==> src/rtl/whack_pkg.sv <==
// whack_pkg: shared state encoding, LFSR constants and step function for the mole spawner
package whack_pkg;

    typedef enum logic [2:0] {
        ST_IDLE,
        ST_GAP,
        ST_PICK,
        ST_SHOW,
        ST_DONE
    } state_e;

    localparam logic [15:0] LFSR_TAPS    = 16'hB400;
    localparam int          NPOS_DEFAULT = 10;

    // One step of a right-shifting Galois LFSR: the bit shifted out selects the tap XOR.
    function automatic logic [15:0] lfsr_step(input logic [15:0] v);
        return v[0] ? ((v >> 1) ^ LFSR_TAPS) : (v >> 1);
    endfunction

endpackage

==> src/rtl/mole_spawner_lfsr16.sv <==
// lfsr16: free-running 16-bit Galois LFSR, reloads SEED on reset
module lfsr16
    import whack_pkg::*;
#(
    parameter logic [15:0] SEED = 16'hACE1
) (
    input  logic        clk,
    input  logic        reset_n,
    output logic [15:0] q
);

    logic [15:0] q_q;

    // Advance every cycle out of reset, independent of the game state.
    always_ff @(posedge clk or negedge reset_n) begin
        if (!reset_n) q_q <= SEED;
        else          q_q <= lfsr_step(q_q);
    end

    assign q = q_q;

endmodule

==> src/rtl/mole_spawner.sv <==
// mole_spawner: picks random non-repeating mole positions, times show/gap windows, counts turns
module mole_spawner
    import whack_pkg::*;
#(
    parameter int          NPOS        = NPOS_DEFAULT,
    parameter int          HOLD_CYCLES = 25_000_000,
    parameter int          GAP_CYCLES  = 12_500_000,
    parameter int          TURNS       = 4,
    parameter logic [15:0] LFSR_SEED   = 16'hACE1
) (
    input  logic                         clk,
    input  logic                         reset_n,
    input  logic                         start,
    input  logic                         hit,
    output logic [NPOS-1:0]              location,
    output logic                         mole_valid,
    output logic                         miss,
    output logic [$clog2(TURNS+1)-1:0]   turn,
    output logic                         done
);

    localparam int MAXC = (HOLD_CYCLES > GAP_CYCLES) ? HOLD_CYCLES : GAP_CYCLES;
    localparam int CW   = (MAXC > 1) ? $clog2(MAXC) : 1;
    localparam int TW   = $clog2(TURNS + 1);

    localparam logic [CW-1:0] HOLD_LOAD = CW'(HOLD_CYCLES - 1);
    localparam logic [CW-1:0] GAP_LOAD  = CW'(GAP_CYCLES - 1);
    localparam logic [4:0]    POS_NONE  = 5'(NPOS);
    localparam logic [TW-1:0] TURN_LAST = TW'(TURNS);

    state_e        state_q, state_d;
    logic [CW-1:0] cnt_q, cnt_d;
    logic [NPOS-1:0] loc_q, loc_d;
    logic          valid_q, valid_d;
    logic          miss_q, miss_d;
    logic          done_q, done_d;
    logic [TW-1:0] turn_q, turn_d;
    logic [4:0]    prev_q, prev_d;

    logic [15:0]   lfsr;
    logic          lfsr_unused;
    logic [4:0]    idx;
    logic          idx_ok;
    logic          cnt_zero;
    logic [TW-1:0] turn_inc;

    lfsr16 #(.SEED(LFSR_SEED)) u_lfsr (
        .clk     (clk),
        .reset_n (reset_n),
        .q       (lfsr)
    );

    // Only the low nibble picks a position; the upper bits just keep the sequence long.
    assign lfsr_unused = ^lfsr[15:4];
    assign idx         = {1'b0, lfsr[3:0]};
    assign idx_ok      = (idx < POS_NONE) && (idx != prev_q);
    assign cnt_zero    = (cnt_q == '0);
    assign turn_inc    = turn_q + 1'b1;

    // State and output registers; reset clears everything so no miss can leak out of a SHOW.
    always_ff @(posedge clk or negedge reset_n) begin
        if (!reset_n) begin
            state_q <= ST_IDLE;
            cnt_q   <= '0;
            loc_q   <= '0;
            valid_q <= 1'b0;
            miss_q  <= 1'b0;
            done_q  <= 1'b0;
            turn_q  <= '0;
            prev_q  <= POS_NONE;
        end else begin
            state_q <= state_d;
            cnt_q   <= cnt_d;
            loc_q   <= loc_d;
            valid_q <= valid_d;
            miss_q  <= miss_d;
            done_q  <= done_d;
            turn_q  <= turn_d;
            prev_q  <= prev_d;
        end
    end

    // Next-state logic: GAP counts down, PICK retries until a fresh legal position, SHOW ends on hit or timeout.
    always_comb begin
        state_d = state_q;
        cnt_d   = cnt_q;
        loc_d   = loc_q;
        valid_d = valid_q;
        miss_d  = 1'b0;
        done_d  = done_q;
        turn_d  = turn_q;
        prev_d  = prev_q;
        case (state_q)
            ST_IDLE, ST_DONE: begin
                if (start) begin
                    state_d = ST_GAP;
                    cnt_d   = GAP_LOAD;
                    turn_d  = '0;
                    done_d  = 1'b0;
                end
            end
            ST_GAP: begin
                if (cnt_zero) state_d = ST_PICK;
                else          cnt_d   = cnt_q - 1'b1;
            end
            ST_PICK: begin
                if (idx_ok) begin
                    state_d = ST_SHOW;
                    loc_d   = NPOS'(1) << idx[3:0];
                    valid_d = 1'b1;
                    prev_d  = idx;
                    cnt_d   = HOLD_LOAD;
                end
            end
            ST_SHOW: begin
                cnt_d = cnt_q - 1'b1;
                if (hit || cnt_zero) begin
                    miss_d  = !hit;
                    loc_d   = '0;
                    valid_d = 1'b0;
                    turn_d  = turn_inc;
                    cnt_d   = GAP_LOAD;
                    done_d  = (turn_inc == TURN_LAST);
                    state_d = (turn_inc == TURN_LAST) ? ST_DONE : ST_GAP;
                end
            end
            default: state_d = ST_IDLE;
        endcase
    end

    assign location   = loc_q;
    assign mole_valid = valid_q;
    assign miss       = miss_q;
    assign turn       = turn_q;
    assign done       = done_q;

endmodule

==> config.mk <==
export PLATFORM = sky130hd
export DESIGN_NAME = mole_spawner
export DESIGN_NICKNAME = d
export VERILOG_FILES = /design/src/rtl/whack_pkg.sv /design/src/rtl/mole_spawner_lfsr16.sv /design/src/rtl/mole_spawner.sv
export SDC_FILE = /design/constraint.sdc
export NUM_CORES = 1
export LEC_CHECK = 0
export ABC_AREA = 0
export BUFFER_PORTS_ARGS = -buffer_cell sky130_fd_sc_hd__buf_2
export CAP_MARGIN = 25
export CORE_UTILIZATION = 40
export CTS_CLUSTER_SIZE = 8
export DETAILED_ROUTE_END_ITERATION = 8
export RECOVER_POWER = 25
export SYNTH_ARGS = -nofsm -noshare
export SYNTH_HDL_FRONTEND = slang
export SYNTH_SLANG_ARGS = --single-unit
==> constraint.sdc <==
create_clock -name clk -period 4.4 [get_ports clk]
set_input_delay 0.22 -clock clk [delete_from_list [all_inputs] [get_ports clk]]
set_output_delay 0.22 -clock clk [all_outputs]
set_load 0.05 [all_outputs]
==> flow_summary_export.csv, run 1 <==
group,metric,value,unit
floorplanning,pin_count,20,
worst_setup_path,timing.rr.end,"cnt_q[16]",
worst_setup_path,reg2reg_depth,7,
grt,grt_pass1_wl,12.6,mm
synthesis,synthTopCellsByArea,"dfrtp_1 42%, dfstp_2 8.2%, o31ai_1 2.8%, nand2_1 2.7%, a21oi_1 2.5%",
synthesis,synth_seq_area_share,50.4,%
synthesis,synth_fp_nets,317,
drt,wl_met1,3.48,mm
timing,finalSetupViolCount,0,
final_layout,drive_above_1_share,18.4,%
drt,wirelength,7.54,mm
synthesis,avgSynthCellArea,10.4,um2
synthesis,netlist-cell-type-count,66,
synthesis,postSynthCellCount,309,
timing,worst_slew_pin_slew,1.03,ns
synthesis,synth_edf_count,0,
power_and_ir_drop,power_density,317,nW/um2
synthesis,synth_top_cell_area_share,42.2,%
grt,grt_max_degree,65,
worst_setup_path,endpoint_kind,"register",
synthesis,synth.cell_area,3210,um2
synthesis,yosys.area_share.simple,18.4,%
grt,antenna_found_initial,0,
synthesis,postSynth.asyncResetShare,100,%
final_layout,syn_to_final_growth,11.1,%
worst_setup_path,crit_slowest_cell,"o21ai_2",
worst_setup_path,path_max_fanout,24,
timing,period_share,60.5,%
clock_network,ctsResizeCount,0,
grt,grt_use_total,19.5,%
synthesis,synth_compound_area_share,23.9,%
synthesis,synth_xor_area_share,1.91,%
floorplanning,coreArea,7730,um2
drt,vias,2634,
placed_design,gp_congestion,0.904,
clock_network,clk_latency,0.35,ns
power_and_ir_drop,p_leak,1.58,nW
drt,routedWlPerCell,17.4,um
synthesis,synth_seq_cells,64,
timing,fin_setup_tns,0,ns
run_status,outcome,"completed",
timing,slew_violations,0,
final_layout,finish.utilization,46.1,%
placed_design,dpl.cell_count,417,
drt,drc,0,
drt,wl_met3,405,um
placed_design,place.port_buffers,19,
synthesis,yosysMostFrequentCell,"dfrtp_1",
worst_setup_path,max_stage_delay,0.87,ns
clock_network,hold_buffers,0,
synthesis,synth_top_family_by_area,"compound AO/OA/AOI/OAI gates",
drt,via_per_inst,6.08,
synthesis,synth_ff_type,"dfrtp_1",
clock_network,cts_setup_buffers,0,
clock_network,root_buffer,"clkbuf_8",
grt,grt_overflow,0,
timing,hold_viol_final,0,
floorplanning,core.rowCount,32,
final_layout,nNetsFinal,334,
synthesis,synth_fa_ha_area_share,1.56,%
drt,route.met2.wl,3.47,mm
hold_path,hp-class,"input pin to asynchronous set/reset pin",
job,drv_cap,0,
worst_setup_path,required,4.63,ns
placed_design,hpwl,4.98,mm
worst_setup_path,cp-start-kind,"register",
timing,fin_worst_skew,0.00794,ns
clock_network,clk_pin_slew_worst_paths,0.08,ns
worst_setup_path,ff2ff_setup_slack,1.74,ns
clock_network,clock_path_buffers,2,
timing,max_freq,376,MHz
floorplanning,initial_core_util,41.5,%
synthesis,yosys-top-cells-count,"54 x dfrtp_1, 23 x nand2_1, 21 x nor2_1",
clock_network,cts_sinks,64,
drt,ant_nets,0,
synthesis,synthMuxAreaShare,0.351,%
floorplanning,die_w,91.5,um
timing,relSlewSlack,31.4,%
floorplanning,die-area,8380,um2
drt,drt-initial-drc-count,236,
power_and_ir_drop,vdd_drop_max,0.000115,V
drt,dr.pass1.iters,6,
floorplanning,die_y,91.5,um
timing,period_minus_slack,2.66,ns
clock_network,cts_tree,"done",
drt,top_layer,"met4",
worst_setup_path,path_class,"register to register",
synthesis,ys_warn_count,0,
worst_setup_path,regToRegStartpoint,"cnt_q[0]",
clock_network,cts_buffers,9,
timing,rsz0062_at_grt,"false",
synthesis,yosys.area.top_type,"dfrtp_1",
final_layout,diodes,0,
worst_setup_path,path_cells,"inv_1, ha_1, nor4b_1, nand3_1, o21ai_2, a22oi_1, a21o_1",
grt,grt_pass1_vias,2474,
final_layout,instances_no_fill,433,
clock_network,htreeDepth,3,
worst_setup_path,critPathArrivalTime,2.89,ns
==> stage by stage <==
| stage | area (um2) | total power, W | hold slack [ns] | setup WS [ns] |
|---|---|---|---|---|
| final | 3560 | 0.00113 | 0.0241 | 1.74 |
| after global routing | 3560 | 0.00118 | 0.101 | 1.42 |
| after CTS | 3560 | 0.00114 | 0.0767 | 1.77 |
| after detailed placement | 3360 | 0.000621 | 0.337 | 1.79 |
| after global placement | 3360 | 0.000621 | 0.334 | 1.79 |
| after floorplan | 3210 | 0.000605 | -0.0756 | 2.42 |
==> worst max-delay path: cells and delay by family (launching register included) <==
family,cells,cell delay [ns]
AOI/OAI and AO/OA,3,1.29
adders and majority gates,1,0.14
buffers and inverters,1,0.10
DFF,1,0.43
and+or+nand+nor,2,0.58
==> per-layer routing <==
| layer | track usage, % | vias up |
|---|---|---|
| met5 | 0 | - |
| met4 | 9.52 | 0 |
| met3 | 4.52 | 20 |
| met2 | 28.8 | 99 |
| met1 | 26.7 | 1303 |
| li1 | - | 1212 |
==> sequential cells by signal (all words and copies together) (netlist names) <==
name	count
cnt_q	25
u_lfsr.q	16
location	10
prev_q	4
state_q	3
turn	3
done	1
miss	1
mole_valid	1
==> cell usage in the layout, fill, tap and decap left out, drive strengths merged, types with 4 or more instances in the layout <==
cell type,n
a211oi,4
a21o,7
a21oi,17
a22o,7
a31oi,7
a32o,4
and2,5
and3,4
buf,20
clkbuf,10
dfrtp,54
dfstp,10
ha,4
inv,10
nand2,23
nand3,8
nand4,4
nor2,21
nor2b,6
nor3,8
nor3b,4
nor4,6
o21ai,18
o31ai,12
xnor2,4
==> final cells by class <==
class	instances	area [um2]
multi-input combinational	222	1480
clock buffer	10	138
timing repair buffer	20	103
tap	102	128
inverter	9	33.8
fill	720	4170
clock inverter	6	67.6
sequential	64	1610
==> how the worst max path moves through the flow <==
stage	to	cells after the start	from	slack, ns
finish	cnt_q[16]	7	cnt_q[0]	1.74
floorplan	location[1]	8	cnt_q[0]	2.42
CTS	cnt_q[23]	7	cnt_q[0]	1.77
detailed placement	cnt_q[23]	7	cnt_q[0]	1.79
global route	cnt_q[23]	7	cnt_q[0]	1.42
global placement	cnt_q[23]	7	cnt_q[0]	1.79
==> power breakdown <==
group	switching, W	total [W]	internal [W]
Combinational	0.0000164	0.0000197	0.00000330
Sequential	0.000000488	0.000589	0.000589
Clock	0.000243	0.000522	0.000279
==> cells by family after synthesis <==
family                     after synthesis
AOI/OAI and AO/OA                      107
xor gates and xnor gates                 7
adders and majority gates                4
buffers and inverters                   23
DFF                                     64
muxes                                    1
and+or+nand+nor                        103
Note: power is estimated with default switching activity, not from simulation.
==> inputs of run 2 (changes only) <==
==> constraint.sdc (replaced) <==
create_clock -name clk -period 2.8 [get_ports clk]
set_input_delay 0.14 -clock clk [delete_from_list [all_inputs] [get_ports clk]]
set_output_delay 0.14 -clock clk [all_outputs]
set_load 0.05 [all_outputs]
==> run 2 against run 1 <==
  * Final area rose by 2.4%
  * Critical path depth fell by 2
  * The flow now finishes with violations (max-capacitance violations, max-slew violations)
  * Largest cell class unchanged
  * Highest routed layer unchanged
  * Worst hold slack improved by 0.11 ns
==> flow_summary_export.csv, run 2 (same netlist as run 1, synthesis figures left out) <==
group,metric,value,unit
power_and_ir_drop,swShare,22.2,%
worst_setup_path,reg2reg_depth,5,
drt,routedWlPerCell,16.9,um
final_layout,largest_register_ffs,25,
final_layout,diodes,0,
power_and_ir_drop,seq_power_share,50.3,%
final_layout,top_register,"cnt_q",
timing,fin_setup_tns,0,ns
final_layout,postLayoutCellArea,3650,um2
final_layout,syn_to_final_growth,13.8,%
drt,via_per_inst,5.85,
worst_setup_path,timing.rr.end,"cnt_q[9]",
timing,worst_slew_pin_slew,1.58,ns
power_and_ir_drop,p_leak,1.63,nW
hold_path,min_path_cells,3,
worst_setup_path,required,3.03,ns
clock_network,clk_pin_slew_worst_paths,0.07,ns
final_layout,regArea,1610,um2
drt,drc,0,
grt,grt_pass1_vias,2528,
drt,vias,2591,
final_layout,multiInputGateArea,1480,um2
timing,finalSetupViolCount,0,
drt,wl_met3,426,um
drt,ant_nets,0,
floorplanning,core.rowCount,32,
timing,fin_worst_skew,0.00952,ns
grt,grt_use_total,19.8,%
placed_design,place.port_buffers,19,
final_layout,final_cell_mix,"54 x dfrtp_1, 23 x nand2_1, 21 x nor2_1",
placed_design,gp_congestion,0.922,
drt,top_layer,"met4",
hold_path,hp-class,"input pin to register",
timing,hold_viol_final,0,
floorplanning,coreArea,7730,um2
placed_design,hpwl,5.24,mm
final_layout,nFillCells,738,
final_layout,final_common_cell,"dfrtp_1",
grt,antenna_found_initial,0,
worst_setup_path,endpoint_kind,"register",
final_layout,drive_above_1_share,19.9,%
clock_network,clk_latency,0.35,ns
worst_setup_path,ff2ff_setup_slack,0.34,ns
timing,max_freq,407,MHz
worst_setup_path,path_class,"register to register",
floorplanning,die_y,91.5,um
clock_network,clock_path_buffers,2,
hold_path,min_from,"start",
floorplanning,die_w,91.5,um
run_status,outcome,"complete, but fails checks",
clock_network,cts_sinks,64,
timing,relSlewSlack,-5.44,%
clock_network,cts_buffers,9,
clock_network,root_buffer,"clkbuf_8",
worst_setup_path,critPathArrivalTime,2.69,ns
power_and_ir_drop,pwr-share-clk,48.0,%
timing,period_minus_slack,2.46,ns
worst_setup_path,startpoint,"state_q[0]",
power_and_ir_drop,intPower,0.00143,W
run_status,violations,"max-capacitance violations, max-slew violations",
power_and_ir_drop,power_density,505,nW/um2
placed_design,place_area,3420,um2
final_layout,nNetsFinal,344,
worst_setup_path,crit_end,"cnt_q[9]",
job,drv_cap,1,
clock_network,ctsResizeCount,0,
grt,grt_pass1_wl,12.9,mm
floorplanning,die-area,8380,um2
worst_setup_path,path_max_fanout,20,
power_and_ir_drop,switchingPower,0.000409,W
floorplanning,initial_core_util,41.5,%
drt,dr.pass1.iters,5,
timing,period_share,87.8,%
power_and_ir_drop,vdd_drop_max,0.000351,V
worst_setup_path,regToRegStartpoint,"state_q[0]",
floorplanning,pin_count,20,
drt,wl_met1,3.58,mm
clock_network,htreeDepth,3,
grt,grt_overflow,0,
drt,wirelength,7.49,mm
clock_network,cts_tree,"done",
grt,grt_max_degree,34,
worst_setup_path,cp-start-kind,"register",
timing,slew_violations,32,
drt,drt-initial-drc-count,197,
drt,route.met2.wl,3.36,mm
power_and_ir_drop,p_comb_share,1.8,%
timing,rsz0062_at_grt,"false",
==> run 2: worst min path at each step <==
| stage | end |
|---|---|
| after floorplan | cnt_q[0] |
| after global placement | location[4] |
| after detailed placement | location[4] |
| after CTS | state_q[2] |
| after global routing | state_q[2] |
| final | state_q[2] |
==> run 2: critical path, stage by stage, from the launching register on <==
cell and delay [ns]:
dfrtp_1 0.71, nor2b_1 0.36, o32a_1 0.22, a21boi_2 0.26, nand2_1 0.38, a211o_1 0.40
==> run 2: layout make-up <==
type | instances | share of cell area [%]
sequential | 64 | 44.2
multi-input combinational | 222 | 40.5
timing repair buffer | 30 | 4.80
tap | 102 | 3.50
clock buffer | 9 | 3.40
clock inverter | 7 | 2.61
inverter | 9 | 0.926
==> run 2: what timing repair did <==
| action | 4_1_cts | 5_1_grt |
|---|---|---|
| buffers inserted | 0 | 0 |
| endpoints found under the hold margin | 54 | 0 |
| hold buffers | 1 | 0 |
==> run 2: per-layer routing <==
layer,GRT usage [%],up-vias
met4,6.35,0
li1,-,1223
met3,5.19,13
met1,28.2,1269
met5,0,-
met2,29.3,86
==> run 2: power groups by stage <==
stage                     clock network, W  registers (W)    logic, W
after floorplan                          0       0.000946  0.00000478
after global placement                   0       0.000943   0.0000333
after detailed placement                 0       0.000944   0.0000340
after CTS                         0.000896       0.000926   0.0000352
after global routing              0.000940       0.000926   0.0000383
final                             0.000884       0.000926   0.0000325
==> run 2: per-stage QoR <==
stage	setup slack, ns	total power (W)	instances	util [%]	hold slack (ns)
after floorplan	0.821	0.000951	309	-	-0.156
after global placement	0.405	0.000977	426	44.3	0.189
after detailed placement	0.381	0.000978	426	44.3	0.194
after CTS	0.368	0.00186	443	47.3	0.134
after global routing	0.178	0.00190	443	47.2	0.163
final	0.341	0.00184	443	47.2	0.133
